$ cat src/rtl/cfi_checker_mc_if.sv
// Log-table read bus between the CFI checker (master) and the memory (slave).
// Ports: o_rqAccess/o_logAddr carry the read request; i_logDone/i_logData return the word.
// Names are seen from the checker side; the memory drives the i_* members.
interface cfi_checker_mc_if #(
  parameter int N_ADDR_WIDTH = 32,
  parameter int N_DATA_WIDTH = 32
);
  logic                    o_rqAccess;
  logic [N_ADDR_WIDTH-1:0] o_logAddr;
  logic                    i_logDone;
  logic [N_DATA_WIDTH-1:0] i_logData;

  modport master (
    output o_rqAccess, o_logAddr,
    input  i_logDone, i_logData
  );

  modport slave (
    input  o_rqAccess, o_logAddr,
    output i_logDone, i_logData
  );
endinterface

$ cat src/rtl/cfi_checker_mc.sv
// Multi-line CFI checker: drains branch-log words from a circular table and checks each
// against an N-line CFG table (range or exact match), reporting the first violation.
// Ports: clk/rst; i_trigger/i_logAddrptr producer pointer; bus = log read handshake;
// i_cfg* table load/clear; i_clrErr; o_inv* violation report; o_busy; o_checkedCnt.
module cfi_checker_mc #(
  parameter int                      N_ADDR_WIDTH      = 32,
  parameter int                      N_DATA_WIDTH      = 32,
  parameter int                      N_CFG_LINES       = 16,
  parameter logic [N_ADDR_WIDTH-1:0] LOGTABLE_ADDRINIT = 32'h1FEFF400,
  parameter logic [N_ADDR_WIDTH-1:0] LOGTABLE_ADDREND  = 32'h1FEFF7FC,
  parameter int                      MATCH_MODE        = 0,
  parameter int                      HALT_ON_ERR       = 1,
  localparam int                     CFG_IW            = (N_CFG_LINES > 1) ? $clog2(N_CFG_LINES) : 1
) (
  input  logic                    clk,
  input  logic                    rst,
  input  logic                    i_trigger,
  input  logic [N_ADDR_WIDTH-1:0] i_logAddrptr,
  cfi_checker_mc_if.master        bus,
  input  logic                    i_cfgWe,
  input  logic [CFG_IW-1:0]       i_cfgIdx,
  input  logic [N_DATA_WIDTH-1:0] i_cfgInit,
  input  logic [N_DATA_WIDTH-1:0] i_cfgEnd,
  input  logic                    i_cfgClr,
  input  logic                    i_clrErr,
  output logic                    o_invBranch,
  output logic [N_ADDR_WIDTH-1:0] o_invAddr,
  output logic [N_DATA_WIDTH-1:0] o_invData,
  output logic                    o_busy,
  output logic [31:0]             o_checkedCnt
);

  typedef enum logic [1:0] {IDLE, READ_LOG, SRCH_CFG, VIOLATE} state_t;

  state_t                  state, state_nxt;
  logic [N_ADDR_WIDTH-1:0] wr_ptr, rd_ptr, rd_ptr_nxt, last_addr;
  logic [N_DATA_WIDTH-1:0] log_word;
  logic [CFG_IW-1:0]       idx;
  logic [N_DATA_WIDTH-1:0] cfg_lo [N_CFG_LINES];
  logic [N_DATA_WIDTH-1:0] cfg_hi [N_CFG_LINES];
  logic [N_CFG_LINES-1:0]  cfg_vld;
  logic                    pending, trig_ok, cfg_wr, line_hit, last_line, halted;

  // Only aligned pointers inside the table are believable; anything else is dropped.
  assign trig_ok = i_trigger && (i_logAddrptr[1:0] == 2'b00) &&
                   (i_logAddrptr >= LOGTABLE_ADDRINIT) && (i_logAddrptr <= LOGTABLE_ADDREND);
  assign pending    = (wr_ptr != rd_ptr);
  assign rd_ptr_nxt = (rd_ptr == LOGTABLE_ADDREND) ? LOGTABLE_ADDRINIT
                                                   : rd_ptr + N_ADDR_WIDTH'(4);
  assign last_line  = (idx == CFG_IW'(N_CFG_LINES - 1));
  assign halted     = (HALT_ON_ERR != 0) && o_invBranch;
  // Out-of-range indices (non power-of-two depth) are silently ignored.
  assign cfg_wr     = i_cfgWe && !i_cfgClr &&
                      ({1'b0, i_cfgIdx} < (CFG_IW + 1)'(N_CFG_LINES));

  // One CFG line examined per cycle; an inverted range (hi < lo) can never hit.
  always_comb begin
    line_hit = 1'b0;
    if (cfg_vld[idx]) begin
      if (MATCH_MODE != 0) line_hit = (log_word == cfg_lo[idx]);
      else                 line_hit = (log_word >= cfg_lo[idx]) && (log_word <= cfg_hi[idx]);
    end
  end

  always_comb begin
    state_nxt = state;
    case (state)
      IDLE:     if (pending && !halted) state_nxt = READ_LOG;
      READ_LOG: if (bus.i_logDone)      state_nxt = SRCH_CFG;
      SRCH_CFG: begin
        if (line_hit)       state_nxt = IDLE;
        else if (last_line) state_nxt = VIOLATE;
      end
      VIOLATE:  state_nxt = IDLE;
      default:  state_nxt = IDLE;
    endcase
  end

  // Request is decoded straight from state so an async reset drops it at once.
  assign bus.o_rqAccess = (state == READ_LOG);
  assign bus.o_logAddr  = rd_ptr;
  assign o_busy         = (state != IDLE);

  always_ff @(posedge clk or posedge rst) begin
    if (rst) begin
      state        <= IDLE;
      wr_ptr       <= LOGTABLE_ADDRINIT;
      rd_ptr       <= LOGTABLE_ADDRINIT;
      last_addr    <= LOGTABLE_ADDRINIT;
      log_word     <= '0;
      idx          <= '0;
      o_invBranch  <= 1'b0;
      o_invAddr    <= '0;
      o_invData    <= '0;
      o_checkedCnt <= '0;
    end else begin
      state <= state_nxt;
      if (trig_ok) wr_ptr <= i_logAddrptr;
      if (state == READ_LOG && bus.i_logDone) begin
        log_word  <= bus.i_logData;
        last_addr <= rd_ptr;
        rd_ptr    <= rd_ptr_nxt;
        idx       <= '0;
      end
      if (state == SRCH_CFG && !line_hit && !last_line) idx <= idx + CFG_IW'(1);
      if ((state == SRCH_CFG && line_hit) || state == VIOLATE)
        o_checkedCnt <= o_checkedCnt + 32'd1;
      // First violation is sticky; a clear in the same cycle lets the new one in.
      if (state == VIOLATE && (!o_invBranch || i_clrErr)) begin
        o_invBranch <= 1'b1;
        o_invAddr   <= last_addr;
        o_invData   <= log_word;
      end else if (i_clrErr) begin
        o_invBranch <= 1'b0;
        o_invAddr   <= '0;
        o_invData   <= '0;
      end
    end
  end

  // Clear beats write in the same cycle.
  always_ff @(posedge clk or posedge rst) begin
    if (rst)           cfg_vld <= '0;
    else if (i_cfgClr) cfg_vld <= '0;
    else if (cfg_wr)   cfg_vld[i_cfgIdx] <= 1'b1;
  end

  // Bounds need no reset: they are qualified by the valid bits.
  always_ff @(posedge clk) begin
    if (cfg_wr) begin
      cfg_lo[i_cfgIdx] <= i_cfgInit;
      cfg_hi[i_cfgIdx] <= i_cfgEnd;
    end
  end

endmodule

$ cat src/flat_wrapper.sv
// flat-port wrapper written by rule: the top's interface ports become plain ports
module cfi_checker_mc_flat 
#(
  parameter int                      N_ADDR_WIDTH      = 32,
  parameter int                      N_DATA_WIDTH      = 32,
  parameter int                      N_CFG_LINES       = 16,
  parameter logic [N_ADDR_WIDTH-1:0] LOGTABLE_ADDRINIT = 32'h1FEFF400,
  parameter logic [N_ADDR_WIDTH-1:0] LOGTABLE_ADDREND  = 32'h1FEFF7FC,
  parameter int                      MATCH_MODE        = 0,
  parameter int                      HALT_ON_ERR       = 1,
  localparam int                     CFG_IW            = (N_CFG_LINES > 1) ? $clog2(N_CFG_LINES) : 1
)
  (clk, rst, i_trigger, i_logAddrptr, i_cfgWe, i_cfgIdx, i_cfgInit, i_cfgEnd, i_cfgClr, i_clrErr, o_invBranch, o_invAddr, o_invData, o_busy, o_checkedCnt, bus_o_rqAccess, bus_o_logAddr, bus_i_logDone, bus_i_logData);
  cfi_checker_mc_if #(.N_ADDR_WIDTH(N_ADDR_WIDTH), .N_DATA_WIDTH(N_DATA_WIDTH)) bus_i ();
  input  logic clk;
  input  logic rst;
  input  logic i_trigger;
  input  logic [N_ADDR_WIDTH-1:0] i_logAddrptr;
  input  logic i_cfgWe;
  input  logic [CFG_IW-1:0] i_cfgIdx;
  input  logic [N_DATA_WIDTH-1:0] i_cfgInit;
  input  logic [N_DATA_WIDTH-1:0] i_cfgEnd;
  input  logic i_cfgClr;
  input  logic i_clrErr;
  output logic o_invBranch;
  output logic [N_ADDR_WIDTH-1:0] o_invAddr;
  output logic [N_DATA_WIDTH-1:0] o_invData;
  output logic o_busy;
  output logic [31:0] o_checkedCnt;
  output wire logic [$bits(bus_i.o_rqAccess)-1:0] bus_o_rqAccess;
  output wire logic [$bits(bus_i.o_logAddr)-1:0] bus_o_logAddr;
  input wire logic [$bits(bus_i.i_logDone)-1:0] bus_i_logDone;
  input wire logic [$bits(bus_i.i_logData)-1:0] bus_i_logData;
  assign bus_o_rqAccess = bus_i.o_rqAccess;
  assign bus_o_logAddr = bus_i.o_logAddr;
  assign bus_i.i_logDone = bus_i_logDone;
  assign bus_i.i_logData = bus_i_logData;
  cfi_checker_mc #(.N_ADDR_WIDTH(N_ADDR_WIDTH), .N_DATA_WIDTH(N_DATA_WIDTH), .N_CFG_LINES(N_CFG_LINES), .LOGTABLE_ADDRINIT(LOGTABLE_ADDRINIT), .LOGTABLE_ADDREND(LOGTABLE_ADDREND), .MATCH_MODE(MATCH_MODE), .HALT_ON_ERR(HALT_ON_ERR)) u_core (.clk(clk), .rst(rst), .i_trigger(i_trigger), .i_logAddrptr(i_logAddrptr), .bus(bus_i), .i_cfgWe(i_cfgWe), .i_cfgIdx(i_cfgIdx), .i_cfgInit(i_cfgInit), .i_cfgEnd(i_cfgEnd), .i_cfgClr(i_cfgClr), .i_clrErr(i_clrErr), .o_invBranch(o_invBranch), .o_invAddr(o_invAddr), .o_invData(o_invData), .o_busy(o_busy), .o_checkedCnt(o_checkedCnt));
endmodule
$ cat config.mk
export PLATFORM = sky130hd
export DESIGN_NAME = cfi_checker_mc_flat
export DESIGN_NICKNAME = d
export VERILOG_FILES = /design/src/rtl/cfi_checker_mc_if.sv /design/src/rtl/cfi_checker_mc.sv /design/src/flat_wrapper.sv
export SDC_FILE = /design/constraint.sdc
export NUM_CORES = 2
export LEC_CHECK = 0
export CAP_MARGIN = 20
export CELL_PAD_IN_SITES_DETAIL_PLACEMENT = 1
export CELL_PAD_IN_SITES_GLOBAL_PLACEMENT = 1
export CORE_MARGIN = 2
export CORE_UTILIZATION = 55
export DETAILED_ROUTE_END_ITERATION = 10
export PLACE_DENSITY = 0.85
export SYNTH_ARGS = -nofsm -noshare
export SYNTH_HDL_FRONTEND = slang
export SYNTH_SLANG_ARGS = --single-unit
$ cat constraint.sdc
create_clock -name clk -period 13.84 [get_ports clk]
set_input_delay 2.076 -clock clk [delete_from_list [all_inputs] [get_ports clk]]
set_output_delay 2.076 -clock clk [all_outputs]
set_load 0.01 [all_outputs]
==> results.cfg <==
[clocking]
cts_tree = yes
clk_latency_ns = 0.76
cts_buffer_depth = 3
cts_inserted_buffers = 133
htree_levels = 4
clk_pin_slew_ns = 0.06
cts-root-buf = clkbuf_16
cts_sinks = 1265
post_cts_buffers = 0
cts-resized-gates = 0
postCtsHoldBufs = 0

[global_route]
grt_pass1_vias = 30840
grt_pass1_wl_microns = 218400
grt_max_degree = 166
grt_overflow = 0
antenna_found_initial = 8
track_usage_pct = 32.73

[sta]
finalSetupTns_ns = 0
tightest_slew_ns = 1.246
final_period_minus_worst_setup_slack_ns = 6.831
final-setup-viol-count = 0
fin_skew_ns = 0.03884
min_period_over_period_pct = 49.36
slew_viol_final = 0
timing.final.ws_setup_ns = 7.009
slew_headroom_pct = 16.96
fmax_ghz = 0.1464
hold_violations = 0
rsz0062_at_grt = false

[critical_path]
required_ns = 14.42
slowest_delay_ns = 0.79
path_delay_family = simple AND/OR/NAND/NOR gates
r2r_start = u_core.idx[0]
crit_path_end_kind = flop
criticalPathCategory = flop to flop
worst-path-stages = 15
crit_path_max_fanout = 94
rr_endpoint = u_core.o_checkedCnt[15]
critPathSlowestCell = dfrtp_4
crit_chain = buf_12 > buf_4 > buf_16 > mux4_2 > mux4_2 > inv_1 > ha_1 > nand4_1 > nor4_1 > a21o_1 > a211oi_1 > a211o_1 > or2_1 > nor4_1 > xor2_1
r2r_setup_slack_ns = 7.01
reg2regPathDepth = 15
cp-startpoint = u_core.idx[0]
start_kind = flop
worstSetupEndpoint = u_core.o_checkedCnt[15]
cp_num_buf_inv = 4
arrival_ns = 7.41

[route]
drc = 0
routed_wl_microns = 150300
vias = 28760
ant_nets = 0
wl_per_cell_microns = 35.00
routed_via_density = 6.695
drt-initial-drc-count = 3374
drtPass1Iterations = 5

[place]
port-buffer-count = 265
gp_congestion = 0.8287
pre_cts_slack_ns = 7.041
dp_hpwl_microns = 82330

[floorplan]
coreArea_sq_um = 90290
die_h_microns = 306.3
rows = 110
die_area_sq_um = 93830
die_w_microns = 306.3
initial_core_util_pct = 55.68
io_pins = 270

[finish]
fill_cells = 7445
area_delta_synth_final_pct = 17.56
seq_area_sq_um = 36860
drive_gt1_share_pct = 21.50
layout.nets = 3209
multi_input_area_sq_um = 12770
utilization_pct = 65.45

[synthesis]
ys_ff_latch = 1265
synth_cell_types = 54
mappedNetlistArea_sq_um = 50270
synth_edf_count = 1024
yosys_warnings = 0
synth-seq-area-share_pct = 73.30
synthArstFlopShare_pct = 19.05
ys.flop_type = edfxtp_1
avgSynthCellArea_sq_um = 18.77
synth_cells = 2678

[power_and_ir_drop]
vdd_drop_max_uv = 152.3
powerDensity_nw_per_um2 = 168.5
power.total_mw = 9.955
leakagePower_nw = 21.73

[flow_run]
cap_violations = 0

[min_path]
hold_class = flop to flop

[run_status]
status = finished clean
## cell families after synthesis
kind of cell | Yosys count | share of synthesized area, %
xor gates and xnor gates | 90 | 1.568
AOI/OAI and AO/OA | 146 | 1.999
muxes | 337 | 14.80
DFF | 1265 | 73.30
buffers and inverters | 202 | 1.576
other | 1 | 0.007460
and+or+nand+nor | 570 | 5.090
adders and majority gates | 67 | 1.668
## sequential cells by signal, summed over array words and instances, names as in the netlist
| signal | flops |
|---|---|
| u_core.log_word | 32 |
| u_core.o_invAddr | 30 |
| u_core.state | 2 |
| u_core.last_addr | 30 |
| u_core.idx | 4 |
| u_core.cfg_vld | 16 |
| u_core.wr_ptr | 32 |
| u_core.cfg_hi | 512 |
| u_core.cfg_lo | 512 |
| u_core.o_checkedCnt | 32 |
| u_core.o_invData | 32 |
| u_core.o_invBranch | 1 |
| u_core.bus.o_logAddr | 30 |
## Yosys cell counts, types with 2 or more instances
cell type,n,area (sq um)
nor2b_1,4,25.02
nor3b_1,3,22.52
mux2i_1,4,40.04
nor3_2,2,20.02
ha_1,67,838.3
buf_4,4,30.03
o211ai_1,64,480.5
and3_1,16,100.1
nor2_1,38,142.6
edfxtp_1,1024,30750
a211oi_1,3,22.52
inv_1,69,259.0
nand4_1,29,181.4
xor2_1,48,420.4
nand3_1,27,135.1
mux4_2,324,7297
xnor2_1,42,367.9
a31oi_1,3,18.77
dfrtp_1,190,4755
and4_1,3,26.28
o21ai_0,12,60.06
buf_6,2,22.52
nand3b_1,2,15.01
a21o_1,26,195.2
or2_1,2,12.51
mux2_2,9,101.4
inv_2,2,7.510
nand2b_1,26,162.7
nor3_1,22,110.1
or3_1,3,18.77
clkbuf_1,82,307.8
and2_1,12,75.07
nor4_1,16,100.1
nand2_1,358,1344
dfstp_2,51,1340
or4_1,2,15.01
nand4b_1,2,17.52
a21oi_1,29,145.1
buf_1,39,146.4
buf_2,3,15.01
## layer usage
metal / up-vias / track usage (%) / share of wire (%)
met5: - / 0 / 0.0086
met4: 2 / 15.63 / 4.3
met3: 373 / 6.594 / 9.6
met2: 1977 / 53.95 / 50
met1: 15220 / 42.19 / 36
li1: 11180 / - / -
## power breakdown
part	leakage, nW	internal, mW	switching, mW	total, mW
Combinational	7.15	0.909	1.00	1.91
Clock	2.21	2.19	1.54	3.73
Sequential	12.4	4.18	0.128	4.31
## worst min path at each step
stage,startpoint,endpoint,slack (ns),cells after the start
floorplan,u_core.last_addr[11],u_core.o_invAddr[11],0.44,2
global placement,u_core.last_addr[18],u_core.last_addr[18],0.45,2
detailed placement,u_core.last_addr[16],u_core.last_addr[16],0.45,2
CTS,u_core.last_addr[17],u_core.last_addr[17],0.46,2
global route,u_core.last_addr[25],u_core.last_addr[25],0.48,2
finish,u_core.last_addr[17],u_core.last_addr[17],0.46,2
## placed cells by master (no fill, tap or decap), drive strengths merged, types with 29 or more instances in the layout
cell type | Yosys | layout
edfxtp | 1024 | 1024
nand2 | 358 | 358
mux4 | 324 | 324
clkdlybuf4s50 | 0 | 265
dfrtp | 190 | 190
clkbuf | 82 | 166
inv | 71 | 79
ha | 67 | 67
o211ai | 65 | 65
buf | 48 | 52
dfstp | 51 | 51
clkinv | 1 | 49
xor2 | 48 | 48
xnor2 | 42 | 42
nor2 | 38 | 38
nand4 | 29 | 29
a21oi | 29 | 29
## worst min-delay path: cells and delay by family, from the launching register on
kind             cells  cell delay (ns)
flip-flops           1             0.37
AND/OR/NAND/NOR      2             0.10
## area by class of cell
class | count | area share (%)
tap | 1176 | 2.490
antenna | 7 | 0.02964
sequential | 1265 | 62.37
multi-input combinational | 1214 | 21.61
clock inverter | 78 | 1.457
clock buffer | 166 | 6.216
timing repair buffer | 317 | 5.357
inverter | 72 | 0.4743
## per-stage QoR
step	area (sq um)	instances	hold WS, ns
2_1_floorplan	50280	2681	0.4386
3_3_place_gp	54400	4038	0.4536
3_5_place_dp	54460	4041	0.4510
4_1_cts	58990	4285	0.4633
5_1_grt	59090	4293	0.4844
6_report	59090	4295	0.4629
(Power assumes the default switching activity.)
